--- src/rtl/exponent_unit_if.sv ---
// Handshake bundle for exponent_unit: operand side (in_*) and result side (out_*).
// Both sides use valid/ready: a transfer happens on a rising clk edge where valid && ready; the
// sender holds valid and its payload stable until then, and ready may depend combinationally on valid.
interface exponent_unit_if #(
    parameter int WIDTH = 8
) ();
    logic             in_valid;
    logic             in_ready;
    logic [1:0]       op;
    logic [WIDTH-1:0] e1;
    logic [WIDTH-1:0] e2;
    logic             decrement;
    logic             out_valid;
    logic             out_ready;
    logic [WIDTH-1:0] e3;
    logic             shift;
    logic             overflow;
    logic             underflow;
    logic             illegal;

    modport master (
        output in_valid, op, e1, e2, decrement, out_ready,
        input  in_ready, out_valid, e3, shift, overflow, underflow, illegal
    );

    modport slave (
        input  in_valid, op, e1, e2, decrement, out_ready,
        output in_ready, out_valid, e3, shift, overflow, underflow, illegal
    );
endinterface

--- src/rtl/exponent_unit.sv ---
// Two-stage elastic exponent datapath for mul/div/sqrt with normalisation decrement.
// Define EXP_SATURATE_EN for saturation with overflow/underflow flags; otherwise e3 wraps.
module exponent_unit #(
    parameter int WIDTH = 8
) (
    input  logic           clk,
    input  logic           rst_n,
    exponent_unit_if.slave bus
);
    localparam int XW = WIDTH + 2;
    localparam logic signed [XW-1:0] BIAS  = XW'((1 << (WIDTH - 1)) - 1);
    localparam logic signed [XW-1:0] MAX_T = XW'((1 << WIDTH) - 1);

    localparam logic [1:0] OP_DIV  = 2'b00;
    localparam logic [1:0] OP_SQRT = 2'b01;
    localparam logic [1:0] OP_MUL  = 2'b10;

    logic                 s1_valid_q, s1_valid_d;
    logic signed [XW-1:0] r_q, r_d;
    logic                 s1_shift_q, s1_shift_d;
    logic                 s1_ill_q, s1_ill_d;

    logic                 out_valid_q, out_valid_d;
    logic [WIDTH-1:0]     e3_q, e3_d;
    logic                 shift_q;
    logic                 ovf_q, ovf_d;
    logic                 unf_q, unf_d;
    logic                 ill_q;

    logic                 s2_free;
    logic                 accept;
    logic                 advance;

    assign s2_free      = !out_valid_q || bus.out_ready;
    assign advance      = s1_valid_q && s2_free;
    assign bus.in_ready = rst_n && (!s1_valid_q || s2_free);
    assign accept       = bus.in_valid && bus.in_ready;

    // Stage 1: raw biased exponent from zero-extended operands.
    logic signed [XW-1:0] e1_x, e2_x, u, u_even;

    always_comb begin
        e1_x       = signed'({2'b00, bus.e1});
        e2_x       = signed'({2'b00, bus.e2});
        u          = e1_x - BIAS;
        u_even     = u - signed'({{(XW-1){1'b0}}, u[0]});
        r_d        = '0;
        s1_shift_d = 1'b0;
        s1_ill_d   = 1'b0;
        case (bus.op)
            OP_DIV:  r_d = e1_x - e2_x + BIAS;
            OP_MUL:  r_d = e1_x + e2_x - BIAS;
            OP_SQRT: begin
                s1_shift_d = u[0];
                r_d        = (u_even >>> 1) + BIAS;
            end
            default: s1_ill_d = 1'b1;
        endcase
    end

    // New operands win over the departing entry when both happen in one cycle.
    always_comb begin
        s1_valid_d = s1_valid_q;
        if (accept) begin
            s1_valid_d = 1'b1;
        end else if (advance) begin
            s1_valid_d = 1'b0;
        end
    end

    // Stage 2: decrement is only looked at in the transfer cycle.
    logic signed [XW-1:0] t;

    assign t = r_q - signed'({{(XW-1){1'b0}}, bus.decrement});

`ifdef EXP_SATURATE_EN
    always_comb begin
        e3_d  = t[WIDTH-1:0];
        ovf_d = 1'b0;
        unf_d = 1'b0;
        if (t >= MAX_T) begin
            e3_d  = '1;
            ovf_d = 1'b1;
        end else if (t <= 0) begin
            e3_d  = '0;
            unf_d = 1'b1;
        end
        if (s1_ill_q) begin
            e3_d  = '0;
            ovf_d = 1'b0;
            unf_d = 1'b0;
        end
    end
`else
    logic unused_t_hi;
    logic unused_max;

    assign unused_t_hi = ^t[XW-1:WIDTH];
    assign unused_max  = ^MAX_T;

    always_comb begin
        e3_d  = s1_ill_q ? '0 : t[WIDTH-1:0];
        ovf_d = 1'b0;
        unf_d = 1'b0;
    end
`endif

    always_comb begin
        out_valid_d = out_valid_q;
        if (s2_free) begin
            out_valid_d = s1_valid_q;
        end
    end

    always_ff @(posedge clk) begin
        if (!rst_n) begin
            s1_valid_q  <= 1'b0;
            r_q         <= '0;
            s1_shift_q  <= 1'b0;
            s1_ill_q    <= 1'b0;
            out_valid_q <= 1'b0;
            e3_q        <= '0;
            shift_q     <= 1'b0;
            ovf_q       <= 1'b0;
            unf_q       <= 1'b0;
            ill_q       <= 1'b0;
        end else begin
            s1_valid_q  <= s1_valid_d;
            out_valid_q <= out_valid_d;
            if (accept) begin
                r_q        <= r_d;
                s1_shift_q <= s1_shift_d;
                s1_ill_q   <= s1_ill_d;
            end
            if (advance) begin
                e3_q    <= e3_d;
                shift_q <= s1_shift_q;
                ovf_q   <= ovf_d;
                unf_q   <= unf_d;
                ill_q   <= s1_ill_q;
            end
        end
    end

    assign bus.out_valid = out_valid_q;
    assign bus.e3        = e3_q;
    assign bus.shift     = shift_q;
    assign bus.overflow  = ovf_q;
    assign bus.underflow = unf_q;
    assign bus.illegal   = ill_q;
endmodule
--- src/flat_wrapper.sv ---
// flat-port wrapper written by rule: the top's interface ports become plain ports
module exponent_unit_flat 
#(
    parameter int WIDTH = 8
)
  (clk, rst_n, bus_in_valid, bus_op, bus_e1, bus_e2, bus_decrement, bus_out_ready, bus_in_ready, bus_out_valid, bus_e3, bus_shift, bus_overflow, bus_underflow, bus_illegal);
  exponent_unit_if #(.WIDTH(WIDTH)) bus_i ();
  input  logic clk;
  input  logic rst_n;
  input wire logic [$bits(bus_i.in_valid)-1:0] bus_in_valid;
  input wire logic [$bits(bus_i.op)-1:0] bus_op;
  input wire logic [$bits(bus_i.e1)-1:0] bus_e1;
  input wire logic [$bits(bus_i.e2)-1:0] bus_e2;
  input wire logic [$bits(bus_i.decrement)-1:0] bus_decrement;
  input wire logic [$bits(bus_i.out_ready)-1:0] bus_out_ready;
  output wire logic [$bits(bus_i.in_ready)-1:0] bus_in_ready;
  output wire logic [$bits(bus_i.out_valid)-1:0] bus_out_valid;
  output wire logic [$bits(bus_i.e3)-1:0] bus_e3;
  output wire logic [$bits(bus_i.shift)-1:0] bus_shift;
  output wire logic [$bits(bus_i.overflow)-1:0] bus_overflow;
  output wire logic [$bits(bus_i.underflow)-1:0] bus_underflow;
  output wire logic [$bits(bus_i.illegal)-1:0] bus_illegal;
  assign bus_i.in_valid = bus_in_valid;
  assign bus_i.op = bus_op;
  assign bus_i.e1 = bus_e1;
  assign bus_i.e2 = bus_e2;
  assign bus_i.decrement = bus_decrement;
  assign bus_i.out_ready = bus_out_ready;
  assign bus_in_ready = bus_i.in_ready;
  assign bus_out_valid = bus_i.out_valid;
  assign bus_e3 = bus_i.e3;
  assign bus_shift = bus_i.shift;
  assign bus_overflow = bus_i.overflow;
  assign bus_underflow = bus_i.underflow;
  assign bus_illegal = bus_i.illegal;
  exponent_unit #(.WIDTH(WIDTH)) u_core (.clk(clk), .rst_n(rst_n), .bus(bus_i));
endmodule
--- config.mk ---
export PLATFORM = sky130hd
export DESIGN_NAME = exponent_unit_flat
export DESIGN_NICKNAME = d
export VERILOG_FILES = /design/src/rtl/exponent_unit_if.sv /design/src/rtl/exponent_unit.sv /design/src/flat_wrapper.sv
export SDC_FILE = /design/constraint.sdc
export NUM_CORES = 1
export LEC_CHECK = 0
export CAP_MARGIN = 10
export CELL_PAD_IN_SITES_DETAIL_PLACEMENT = 1
export CELL_PAD_IN_SITES_GLOBAL_PLACEMENT = 1
export CORE_MARGIN = 10
export CORE_UTILIZATION = 37
export DETAILED_ROUTE_END_ITERATION = 8
export GPL_ROUTABILITY_DRIVEN = 0
export PLACE_DENSITY = 0.78
export SLEW_MARGIN = 20
export SYNTH_ARGS = -nofsm -noshare
export SYNTH_HDL_FRONTEND = slang
export SYNTH_SLANG_ARGS = --single-unit
--- constraint.sdc ---
create_clock -name clk -period 2.8 [get_ports clk]
set_input_delay 0.28 -clock clk [delete_from_list [all_inputs] [get_ports clk]]
set_output_delay 0.28 -clock clk [all_outputs]
set_load 0.005 [all_outputs]
# Word-level counts from Yosys, hierarchy flattened

Index checks and enable logic that the tools add are counted.

Output and inout port bits: 14
Bits of input ports: 23
Register bits: 22

Reductions and logical operators: 10
Mux-type cells: 6
Add/sub/neg operators: 8
Equal/unequal tests: 2

Operators with widths:

| operator              | number |
|---|---|
| $pmux W8 S3           | 1 |
| $add A8 B8 Y8 const B | 2 |
| $sub A8 B7 Y9 const B | 1 |
| $sub A9 B2 Y9         | 1 |
| $add A8 B8 Y8         | 1 |
| $mux W8               | 1 |
| $sub A8 B2 Y8         | 1 |
| $sub A8 B7 Y8 const B | 1 |
| $sub A8 B8 Y8         | 1 |
| $mux W1               | 4 |
| $logic_and A1 B1 Y1   | 3 |
| $reduce_or A3 Y1      | 1 |
| $eq A2 B1 Y1 const B  | 1 |
| $eq A2 B2 Y1 const B  | 1 |
| $logic_not A1 Y1      | 2 |
| $logic_not A2 Y1      | 1 |
| $logic_or A1 B1 Y1    | 2 |
| $reduce_bool A2 Y1    | 1 |

# Longest topological paths before layout

Gate-level depths: netlist of run 1.

Word-level depth: 6
Mapped depth: 14
Mapped depth without buffers: 13

# Worst setup path before layout of run 1

Ideal clock, no wire load.

Kind: input-to-reg
Start: input bus_e1[0]
End: register u_core.r_q[7]
Slack: 511 ps
Path buffers: 1
Data arrival time: 2167 ps
Required time: 2678 ps
Stages on the path: 14
Cells stage by stage: buf_2 inv_1 ha_1 inv_1 ha_1 inv_1 fa_1 inv_1 a21o_1 a21oi_1 o21ai_0 xnor2_1 o31ai_1 a221o_1

Cells in the longest elaborated chain, start to end: 4
Elaborated cells on any way between the ends: 8
Those cells by class: add/sub (7); mux (1)

RTL lines:

| what                   | line                 | RTL |
|---|---|---|
| start: declaration     | flat_wrapper.sv:12   | `input wire logic [$bits(bus_i.e1)-1:0] bus_e1;` |
| $sub A8 B7 Y9          | exponent_unit.sv:45  | `u = e1_x - BIAS;` |
| $sub A9 B2 Y9          | exponent_unit.sv:46  | `u_even = u - signed'({{(XW-1){1'b0}}, u[0]});` |
| $add A8 B8 Y8          | exponent_unit.sv:55  | `r_d = (u_even >>> 1) + BIAS;` |
| $pmux W8 S3 *          | exponent_unit.sv:50  | `case (bus.op)` |
| end signal: assignment | exponent_unit.sv:131 | `r_q <= r_d;` |
| end: declaration       | exponent_unit.sv:19  | `logic signed [XW-1:0] r_q, r_d;` |

Mark *: on every way between the ends. The rest lies on a longest branch, timed or not.
A chain may end at the register's enable or synchronous reset.

# Final worst setup path of run 1

Start: input bus_e2[1]
End: register u_core.r_q[7]

Cells in the longest elaborated chain, start to end: 3
Elaborated cells on any way between the ends: 5
Those cells by class: add/sub (4); mux (1)

RTL lines:

| what                                                  | line                                     | RTL |
|---|---|---|
| start: declaration                                    | flat_wrapper.sv:13                       | `input wire logic [$bits(bus_i.e2)-1:0] bus_e2;` |
| $add A8 B8 Y8 / $sub A8 B8 Y8 (equally long branches) | exponent_unit.sv:52, exponent_unit.sv:51 |  |
| $sub A8 B7 Y8 / $add A8 B8 Y8 (equally long branches) | exponent_unit.sv:52, exponent_unit.sv:51 |  |
| $pmux W8 S3 *                                         | exponent_unit.sv:50                      |  |

Marked as above.

==> results.json, run 1 <==
{
  "avgSynthCellArea_um2": 8.01,
  "synth_top_family_by_area": "simple AND/OR/NAND/NOR gates",
  "grt_usage": 0.119,
  "register_area_um2": 440,
  "yosysSeqAreaShare": 0.196,
  "cp-start-kind": "input port",
  "synthMostInstantiatedCell": "ha_1",
  "internal_power_uw": 668,
  "synth_area_leader_cell": "dfxtp_1",
  "root_buffer": "clkbuf_8",
  "synth_area_leaders": "dfxtp_1, ha_1, xnor2_1",
  "cp_num_buf_inv": 5,
  "cts_hold_buf": 0,
  "power.leakage_uw": 0.00124,
  "cts_tree": "built",
  "cts_buffer_depth": 2,
  "ios": 37,
  "vias": 2080,
  "synth_commonest_cells": "ha_1, inv_1, dfxtp_1",
  "drive_gt1_frac": 0.0932,
  "clock_skew_ps": 1.44,
  "multi_input_area_um2": 1630,
  "ys_ff_latch": 22,
  "synthSimpleGateAreaFrac": 0.209,
  "cap_violations": 0,
  "area_growth_pct": 24.3,
  "dpl_worst_slack_ps": -134,
  "p_sw_frac": 0.325,
  "num-fill-cells": 738,
  "fin_nets": 378,
  "fp.dieW_um": 97.8,
  "drc": 0,
  "setup_ws_ps": 150,
  "p_clk_frac": 0.225,
  "arrival_ps": 2800,
  "yosysTopAreaCellShare": 0.196,
  "dp_hpwl_mm": 5.05,
  "end_kind": "register",
  "numCtsBuffers": 3,
  "power.density_nw_per_um2": 355,
  "num_antenna_cells": 0,
  "synthMuxAreaShare": 0.0223,
  "whs_ps": 517,
  "path_depth": 14,
  "synthAdderAreaFrac": 0.185,
  "syn_area_um2": 2240,
  "grt_max_degree": 17,
  "die_h_um": 97.8,
  "worst_slew_pin_slew_ps": 509,
  "synth_cell_types": 56,
  "p_total_uw": 989,
  "critical-path-max-stage-delay_ps": 480,
  "cpMostUsedCell": "inv_1",
  "timing.final.crit_share": 0.946,
  "synth-compound-area-share": 0.205,
  "grt_pass1_vias": 2237,
  "start_util": 0.381,
  "clock_latency_ps": 260,
  "synth_edf_count": 0,
  "grt_pass1_wl_mm": 10.1,
  "htreeDepth": 1,
  "reg2reg_from": "u_core.bus.out_valid",
  "rsz0062_at_grt": "false",
  "wl_per_cell_um": 14.7,
  "critPathTopFamily": "adder cells",
  "finalCriticalPeriod_ps": 2650,
  "die_area_um2": 9570,
  "routed_wl_mm": 5.85,
  "placed_area_um2": 2730,
  "hold_violations": 0,
  "clock-sinks": 22,
  "drv_slew": 0,
  "fmax_ghz": 0.377,
  "timing_worst_setup_path_type": "in2reg",
  "rr_endpoint": "u_core.r_q[6]",
  "pwr-share-comb": 0.424,
  "hp-class": "reg2reg",
  "core_um2": 5890,
  "path_max_fanout": 2,
  "reg2reg_depth": 7,
  "status": "finished, final reports clean",
  "antenna_left": 0,
  "crit_start": "bus_e2[1]",
  "post-route-cell-area_um2": 2790,
  "cp-endpoint": "u_core.r_q[7]",
  "syn_inst": 280,
  "synthArstFlopShare": 0,
  "synthXorXnorAreaFrac": 0.101,
  "p_seq_frac": 0.351,
  "synth_ff_type": "dfxtp_1",
  "drt-initial-drc-count": 40,
  "postLayoutCoreUtil": 0.473,
  "yosysWarnings": 0,
  "num_rows": 28,
  "ir_worst_vdd_uv": 236,
  "crit_path_cell_trace": "clkdlybuf4s50_1 > inv_1 > ha_1 > inv_1 > ha_1 > inv_1 > fa_1 > inv_1 > a21o_1 > a21oi_1 > o21ai_0 > xnor2_1 > o31ai_1 > a221o_1",
  "grt_overflow": 0,
  "p_sw_uw": 321,
  "io_buffers": 34,
  "antenna_found_initial": 0,
  "clkSlewWorstSetupHoldPaths_ps": 80,
  "setup_viol": 0,
  "first_pass_iters": 4,
  "crit_slowest_cell": "clkdlybuf4s50_1",
  "slew_headroom": 0.661,
  "r2r_slack_ps": 910,
  "drt-vias-per-instance": 5.24,
  "worstPathRequired_ps": 2940
}
## worst register-to-register path, stage by stage, from the launching register on
cell	delay [ps]
dfxtp_1	330
nor2b_1	250
nand2_1	130
and3_1	360
o21ai_0	380
a21oi_1	80
o22ai_1	160
o31ai_1	90
## power groups by stage
stage | sequential (µW) | combinational (µW) | clock [µW]
after global routing | 351 | 473 | 240
after CTS | 348 | 425 | 229
after detailed placement | 356 | 421 | 0
after global placement | 354 | 406 | 0
final | 347 | 419 | 223
after floorplan | 352 | 276 | 0
## layout make-up
class / instances / area share
multi-input combinational: 219 / 0.586
timing repair buffer: 51 / 0.168
sequential: 22 / 0.158
inverter: 26 / 0.0350
tap: 75 / 0.0337
clock buffer: 4 / 0.0198
## cell usage in the layout, fill, tap and decap left out, types with 3 or more instances in the layout
cell	count
a22oi_1	6
dfxtp_1	22
mux2i_1	5
o21ai_0	9
xnor2_1	16
nand2_1	14
a21oi_1	19
o21a_1	3
nor2b_1	15
nand2b_1	5
ha_1	30
xor2_1	8
a211oi_1	5
inv_1	26
buf_4	17
clkdlybuf4s50_1	34
o211a_1	3
nand3_1	5
or3_1	4
nor3_1	9
nor2_1	16
and3_1	3
a21o_1	3
clkbuf_8	4
## state kept, by name, indices dropped and copies added (netlist names)
signal and flops:
u_core.bus.e3 8, u_core.s1_shift_q 1, u_core.r_q 8, u_core.bus.shift 1, u_core.bus.out_valid 1, u_core.bus.illegal 1
u_core.s1_valid_q 1, u_core.s1_ill_q 1
## stage by stage
step                      setup TNS (ps)  instances
final                                  0        397
after global routing                   0        397
after CTS                              0        397
after detailed placement            -134        393
after global placement             -49.7        393
after floorplan                        0        281
## logic make-up after synthesis
| family | Yosys count |
|---|---|
| buffers and inverters | 40 |
| other | 1 |
| XOR/XNOR | 25 |
| AO/OA/AOI/OAI | 68 |
| flip-flops | 22 |
| AND/OR/NAND/NOR | 87 |
| multiplexers | 5 |
| adder cells (fa/ha/maj) | 32 |
## worst min path at each step
| stage | slack, ps | end | cells after the start | startpoint |
|---|---|---|---|---|
| 6_report | 520 | u_core.r_q[0] | 1 | u_core.r_q[0] |
| 5_1_grt | 550 | u_core.s1_shift_q | 2 | u_core.s1_shift_q |
| 4_1_cts | 520 | u_core.r_q[0] | 1 | u_core.r_q[0] |
| 3_5_place_dp | 500 | u_core.r_q[0] | 1 | u_core.r_q[0] |
| 3_3_place_gp | 490 | u_core.r_q[0] | 1 | u_core.r_q[0] |
| 2_1_floorplan | 420 | u_core.s1_valid_q | 2 | bus_in_valid |
## what timing repair did
action	4_1_cts	5_1_grt
setup buffers	0	0
gates resized for setup	0	1
setup endpoints to repair	0	1
## layer usage
layer / part of all wire / global-route usage
met5: 0 / 0
met4: 0.0043 / 0.0268
met3: 0.034 / 0.0211
met2: 0.50 / 0.222
met1: 0.46 / 0.137
No activity file was read; power rests on OpenSTA's default activity.
==> run 2, diff against run 1 <==
--- a/config.mk
+++ b/config.mk
@@ -17,3 +17,4 @@
 export SYNTH_ARGS = -nofsm -noshare
 export SYNTH_HDL_FRONTEND = slang
 export SYNTH_SLANG_ARGS = --single-unit
+export TNS_END_PERCENT = 10
==> results of run 2 <==
Final layout, timing and power as in run 1 (identical DEF).
